$ cat src/rtl/sync_frame_deserializer_pkg.sv
// Shared types and default parameters for the sync-framed serial deserializer.
package sync_frame_deserializer_pkg;

    // Default bits per word, sync pattern and data words per frame.
    localparam int unsigned DefWidth    = 8;
    localparam logic [7:0]  DefSyncWord = 8'hA5;
    localparam int unsigned DefFrameLen = 4;

    // HUNT searches the bit stream for the sync word; DATA assembles frame words.
    typedef enum logic {
        StHunt = 1'b0,
        StData = 1'b1
    } state_e;

endpackage

$ cat src/rtl/sync_frame_deserializer_sync_shift.sv
// History shift register with a sync-pattern comparator on the post-shift value.
module sync_shift
    import sync_frame_deserializer_pkg::*;
#(
    parameter int unsigned      WIDTH     = DefWidth,
    parameter logic [WIDTH-1:0] SYNC_WORD = DefSyncWord
) (
    input  logic clk,
    input  logic rst,
    input  logic clr,
    input  logic shift_en,
    input  logic in_bit,
    output logic match
);

    logic [WIDTH-1:0] hist_q;
    logic [WIDTH-1:0] hist_shifted;

    // New bit enters at the LSB; older bits move toward the MSB.
    assign hist_shifted = (hist_q << 1) | WIDTH'(in_bit);

    // Match is judged on the value the register is about to take.
    assign match = shift_en && (hist_shifted == SYNC_WORD);

    // History register: clear takes priority so a new hunt starts from zero.
    always_ff @(posedge clk or posedge rst) begin
        if (rst) begin
            hist_q <= '0;
        end else if (clr) begin
            hist_q <= '0;
        end else if (shift_en) begin
            hist_q <= hist_shifted;
        end
    end

endmodule

$ cat src/rtl/sync_frame_deserializer.sv
// Serial-to-parallel deserializer: hunts for a sync word, then assembles a fixed
// number of MSB-first data words and presents them on a valid/ready output register.
module sync_frame_deserializer
    import sync_frame_deserializer_pkg::*;
#(
    parameter int unsigned      WIDTH     = DefWidth,
    parameter logic [WIDTH-1:0] SYNC_WORD = DefSyncWord,
    parameter int unsigned      FRAME_LEN = DefFrameLen
) (
    input  logic             clk,
    input  logic             rst,
    input  logic             in_bit,
    input  logic             in_valid,
    output logic [WIDTH-1:0] out_data,
    output logic             out_valid,
    input  logic             out_ready,
    output logic             frame_start,
    output logic             locked,
    output logic             overflow
);

    localparam int unsigned       BitCntW  = (WIDTH > 1) ? $clog2(WIDTH) : 1;
    localparam logic [BitCntW-1:0] LastBit  = BitCntW'(WIDTH - 1);
    localparam logic [7:0]         LastWord = 8'(FRAME_LEN - 1);

    state_e             state_q, state_d;
    logic [BitCntW-1:0] bit_cnt_q, bit_cnt_d;
    logic [7:0]         word_cnt_q, word_cnt_d;
    logic [WIDTH-1:0]   asm_q, asm_d;
    logic [WIDTH-1:0]   asm_shifted;

    logic [WIDTH-1:0]   out_data_q, out_data_d;
    logic               out_valid_q, out_valid_d;
    logic               frame_start_q, frame_start_d;
    logic               overflow_q, overflow_d;

    logic hunt_shift;
    logic data_shift;
    logic sync_match;
    logic word_done;
    logic frame_done;
    logic accept;

    assign hunt_shift  = in_valid && (state_q == StHunt);
    assign data_shift  = in_valid && (state_q == StData);
    assign word_done   = data_shift && (bit_cnt_q == LastBit);
    assign frame_done  = word_done && (word_cnt_q == LastWord);
    assign accept      = out_valid_q && out_ready;
    assign asm_shifted = (asm_q << 1) | WIDTH'(in_bit);

    // History path; cleared at frame end so trailing bits are hunted afresh.
    sync_shift #(
        .WIDTH    (WIDTH),
        .SYNC_WORD(SYNC_WORD)
    ) u_sync_shift (
        .clk     (clk),
        .rst     (rst),
        .clr     (frame_done),
        .shift_en(hunt_shift),
        .in_bit  (in_bit),
        .match   (sync_match)
    );

    // Next state: lock on a sync match, unlock after the last word of the frame.
    always_comb begin
        state_d = state_q;
        unique case (state_q)
            StHunt: begin
                if (sync_match) begin
                    state_d = StData;
                end
            end
            StData: begin
                if (frame_done) begin
                    state_d = StHunt;
                end
            end
            default: state_d = StHunt;
        endcase
    end

    // State register.
    always_ff @(posedge clk or posedge rst) begin
        if (rst) begin
            state_q <= StHunt;
        end else begin
            state_q <= state_d;
        end
    end

    // Bit/word counters and word assembly; a dropped word still advances the word count.
    always_comb begin
        bit_cnt_d  = bit_cnt_q;
        word_cnt_d = word_cnt_q;
        asm_d      = asm_q;
        if (sync_match) begin
            bit_cnt_d  = '0;
            word_cnt_d = '0;
        end
        if (data_shift) begin
            asm_d = asm_shifted;
            if (word_done) begin
                bit_cnt_d  = '0;
                word_cnt_d = frame_done ? 8'd0 : word_cnt_q + 8'd1;
            end else begin
                bit_cnt_d = bit_cnt_q + 1'b1;
            end
        end
    end

    // Counter and assembly registers.
    always_ff @(posedge clk or posedge rst) begin
        if (rst) begin
            bit_cnt_q  <= '0;
            word_cnt_q <= '0;
            asm_q      <= '0;
        end else begin
            bit_cnt_q  <= bit_cnt_d;
            word_cnt_q <= word_cnt_d;
            asm_q      <= asm_d;
        end
    end

    // Output register: load when empty or being drained, otherwise drop and flag overflow.
    always_comb begin
        out_data_d    = out_data_q;
        out_valid_d   = out_valid_q;
        frame_start_d = frame_start_q;
        overflow_d    = 1'b0;
        if (word_done) begin
            if (!out_valid_q || out_ready) begin
                out_data_d    = asm_shifted;
                out_valid_d   = 1'b1;
                frame_start_d = (word_cnt_q == 8'd0);
            end else begin
                overflow_d = 1'b1;
            end
        end else if (accept) begin
            out_valid_d = 1'b0;
        end
    end

    // Output registers.
    always_ff @(posedge clk or posedge rst) begin
        if (rst) begin
            out_data_q    <= '0;
            out_valid_q   <= 1'b0;
            frame_start_q <= 1'b0;
            overflow_q    <= 1'b0;
        end else begin
            out_data_q    <= out_data_d;
            out_valid_q   <= out_valid_d;
            frame_start_q <= frame_start_d;
            overflow_q    <= overflow_d;
        end
    end

    assign out_data    = out_data_q;
    assign out_valid   = out_valid_q;
    assign frame_start = frame_start_q;
    assign overflow    = overflow_q;
    assign locked      = (state_q == StData);

endmodule

$ cat config.mk
export PLATFORM = sky130hd
export DESIGN_NAME = sync_frame_deserializer
export DESIGN_NICKNAME = d
export VERILOG_FILES = /design/src/rtl/sync_frame_deserializer_pkg.sv /design/src/rtl/sync_frame_deserializer_sync_shift.sv /design/src/rtl/sync_frame_deserializer.sv
export SDC_FILE = /design/constraint.sdc
export NUM_CORES = 1
export LEC_CHECK = 0
export CAP_MARGIN = 15
export CORE_UTILIZATION = 58
export CTS_BUF_LIST = sky130_fd_sc_hd__clkbuf_8
export CTS_CLUSTER_SIZE = 12
export DETAILED_ROUTE_END_ITERATION = 6
export PLACE_DENSITY = 0.81
export SYNTH_ARGS = -nofsm -noshare
export SYNTH_HDL_FRONTEND = slang
export SYNTH_SLANG_ARGS = --single-unit
$ cat constraint.sdc
create_clock -name clk -period 2.16 [get_ports clk]
set_input_delay 0.432 -clock clk [delete_from_list [all_inputs] [get_ports clk]]
set_output_delay 0.432 -clock clk [all_outputs]
set_load 0.01 [all_outputs]
==> implementation parameters <==
Parameter                              Value

Finish
  Commonest non-fill, non-tap cells in the layout    sky130_fd_sc_hd__dfrtp_1 (37), sky130_fd_sc_hd__nand2_1 (22), sky130_fd_sc_hd__clkdlybuf4s50_1 (16)
  Relative area change from synthesis to final layout    19.6%
  Area occupied by registers    926 um2
  Multi-input logic area    716 um2
  Layout net count    179
  Fill cell instance count of the final layout    203
  Commonest non-fill, non-tap cell in the layout    sky130_fd_sc_hd__dfrtp_1
  Antenna diode count    0
  Layout cell share with drive strength beyond 1    0.193

Critical path
  Startpoint of the lowest-slack register-to-register path    bit_cnt_q[0]
  Reg2reg setup slack    0.33 ns
  Setup CP Type    flop to output pin
  Worst path required time    1.73 ns
  Type of destination of the critical path    output pin
  Startpoint type of the worst setup path    flop
  CP max stage cell    sky130_fd_sc_hd__clkdlybuf4s50_1
  Critical path, cell by cell    clkdlybuf4s50_1
  Worst R2R End    out_data[2]
  Dominant delay contributor by cell family on the critical path    buffers and inverters
  Highest fanout seen on the critical path    8
  Slowest Stage Delay on Critical Path    0.60 ns
  Signal arrival time at the worst endpoint    1.41 ns
  Reg2reg path depth    6
  Buffers & Inverters on Critical Path    1

Logic synthesis
  Sequential element share of the synthesized area    0.549
  Compound-Gate Fraction of Synth Area    0.106
  Syn. warnings    0
  Area fraction in and, or, nand and nor cells after synthesis    0.182
  Count of mapped cells out of synthesis    147
  Multiplexer fraction of the synthesized cell area    0.106
  Most area-consuming cells after synthesis    sky130_fd_sc_hd__dfrtp_1 (55%), sky130_fd_sc_hd__mux2_2 (8.7%), sky130_fd_sc_hd__nand2_1 (4.9%)
  Adder-cell area share of the yosys netlist    0.0297
  Fraction of post-synthesis cell area in the top cell type by area    0.549
  Post-synthesis cell area    0.00169 mm2
  Dominant combinational cell family by area after synthesis    simple AND/OR/NAND/NOR gates
  Syn Area/Cell    11.5 um2
  Xor and xnor area share after synthesis    0
  Cell variety after synth    35
  #FFs+latches synth    37
  Synthesized netlist net count    156
  Cell taking the most area after synthesis    sky130_fd_sc_hd__dfrtp_1

Timing
  Min Clock Period, post-route    1.84 ns
  Aggregate negative setup slack    0 ns
  Relative slew slack    0.690
  Final number of max-transition violations    0
  Final worst clock skew    0.00801 ns
  Hold Vio Cnt, Final    0
  Unrepaired setup endpoints after global routing    no
  Period utilization    0.852
  Worst hold margin    0.487 ns
  Actual transition at the worst max-transition pin    0.465 ns
  Final setup violation count    0
  FMAX    543 MHz

Min path
  Hold Crit Endpoint    out_data[7]
  Origin of the worst min-delay path    out_data[7]
  Number of stages on the worst hold path    1
  Hold crit path type    flop to flop

Clocking
  TritonCTS clock tree    yes
  Clock sink total    37
  Max Root-Sink Buffers    2
  Clock buffer count from CTS    5
  Root buffer selected by CTS    sky130_fd_sc_hd__clkbuf_8
  Post-CTS setup buffer count    0
  H-tree depth    2
  Clock-pin slew reported for the worst setup and hold paths after clock tree synthesis    0.07 ns
  Later-pin clock latency in the skew report    0.29 ns
  Number of buffers inserted for hold repair after clock tree synthesis    0
  CTS resizes    0

Routing
  Total wire length    2.97 mm
  Number of nets with antenna violations after routing    0
  Vias    1141
  First-pass detailed-route iteration total    4
  Detail-routed via count per cell    5.65
  First-iteration detailed-routing DRC count    27
  Routed WL per cell    14.7 um
  DRC Markers    0

Global route
  GRT overflow    0
  Number of global-route vias before repair    1162
  Number of antenna violations at the first check in global routing    0
  Aggregate global-route resource usage    0.222
  Maximum number of pins on one net before global-route repair    38
  Wire length of the first global-routing pass    5.22 mm

Pwr
  Maximum vdd ir drop    0.922 mV
  Power per cell area    1090 mW/mm2
  Static leakage    0.919 nW

Floorplanning
  Horizontal die dimension    55.9 um
  Number of placed I/O pins    17
  Initial standard-cell utilization of the core    0.612
  Number of rows created at floorplan    19
  Area enclosed by the die boundary    0.00313 mm2
  DIE HEIGHT    55.9 um
  Core area    0.00276 mm2

Run
  Max-capacitance violation count    0

Placement
  Number of I/O port buffers    16
  Detailed Place HPWL    2.12 mm
  Routability congestion estimate from global placement    0.802

Status
  Result of the run    completed
-- how the worst max path moves through the flow --
stage | startpoint | slack, ns | cells past startpoint | end
floorplan | bit_cnt_q[0] | 0.45 | 6 | out_data[2]
global placement | in_valid | 0.24 | 6 | word_cnt_q[5]
detailed placement | in_valid | 0.20 | 5 | out_data[1]
CTS | locked | 0.31 | 1 | locked
global route | bit_cnt_q[0] | 0.24 | 6 | out_data[2]
finish | locked | 0.32 | 1 | locked
-- layer usage --
metal  global-route usage  share of wire
met1                0.281           0.46
met2                0.349           0.49
met3               0.0581          0.034
met4                0.125          0.015
met5                    0              0
-- power breakdown --
part | switching [W] | internal, W
clock network | 0.000231 | 0.000371
registers | 0.000139 | 0.000874
logic | 0.000246 | 0.000340
total | 0.000616 | 0.00159
-- kinds of logic after synthesis --
kind of cell             count (synthesis)
AND/OR/NAND/NOR                         54
flip-flops                              37
multiplexers                            16
adder cells (fa/ha/maj)                  4
AO/OA/AOI/OAI                           26
buffers and inverters                   10
-- synthesized netlist by cell type --
cell type and n:
sky130_fd_sc_hd__dfrtp_1 37, sky130_fd_sc_hd__nand2_1 22, sky130_fd_sc_hd__mux2_2 13, sky130_fd_sc_hd__a21oi_1 10
sky130_fd_sc_hd__nand3_1 9, sky130_fd_sc_hd__inv_1 7, sky130_fd_sc_hd__ha_1 4, sky130_fd_sc_hd__nor2_1 4
sky130_fd_sc_hd__o21ai_0 4, sky130_fd_sc_hd__a21o_1 3, sky130_fd_sc_hd__or3_1 3, sky130_fd_sc_hd__and2_1 2
sky130_fd_sc_hd__and3_1 2, sky130_fd_sc_hd__buf_4 2, sky130_fd_sc_hd__mux2_1 2, sky130_fd_sc_hd__nand2b_1 2
sky130_fd_sc_hd__o21ai_2 2, sky130_fd_sc_hd__o31ai_1 2, sky130_fd_sc_hd__a2bb2oi_1 1, sky130_fd_sc_hd__a31o_4 1
sky130_fd_sc_hd__a31oi_1 1, sky130_fd_sc_hd__a41oi_2 1, sky130_fd_sc_hd__and3_4 1, sky130_fd_sc_hd__and3b_2 1
sky130_fd_sc_hd__and4bb_2 1, sky130_fd_sc_hd__buf_2 1, sky130_fd_sc_hd__mux2i_1 1, sky130_fd_sc_hd__nand3_4 1
sky130_fd_sc_hd__nand4_1 1, sky130_fd_sc_hd__nand4_2 1, sky130_fd_sc_hd__nor2b_1 1, sky130_fd_sc_hd__nor3_1 1
sky130_fd_sc_hd__nor4_4 1, sky130_fd_sc_hd__o21ai_1 1, sky130_fd_sc_hd__or2_1 1
-- through the flow --
stage	instances	area (um2)	setup slack, ns	total power (W)	utilization
3_3_place_gp	194	1900	0.236	0.00158	0.690
2_1_floorplan	147	1690	0.452	0.00135	-
4_1_cts	202	2020	0.313	0.00222	0.732
5_1_grt	202	2020	0.238	0.00232	0.732
6_report	202	2020	0.320	0.00220	0.732
3_5_place_dp	194	1900	0.198	0.00161	0.690
-- flip-flops by register name, indices dropped and copies added, names as in the netlist, 3 cells and up --
register,count
u_sync_shift.hist_q,7
bit_cnt_q,3
asm_q,7
out_data,8
word_cnt_q,8
-- layout make-up --
type                            instances  share of cell area
Clock inverter                          2              0.0167
Clock buffer                            6              0.0409
Sequential cell                        37               0.459
Timing Repair Buffer                   19              0.0967
Inverter                                7              0.0130
Multi-Input combinational cell        100               0.355
Tap cell                               31              0.0192
(Power assumes the default switching activity.)
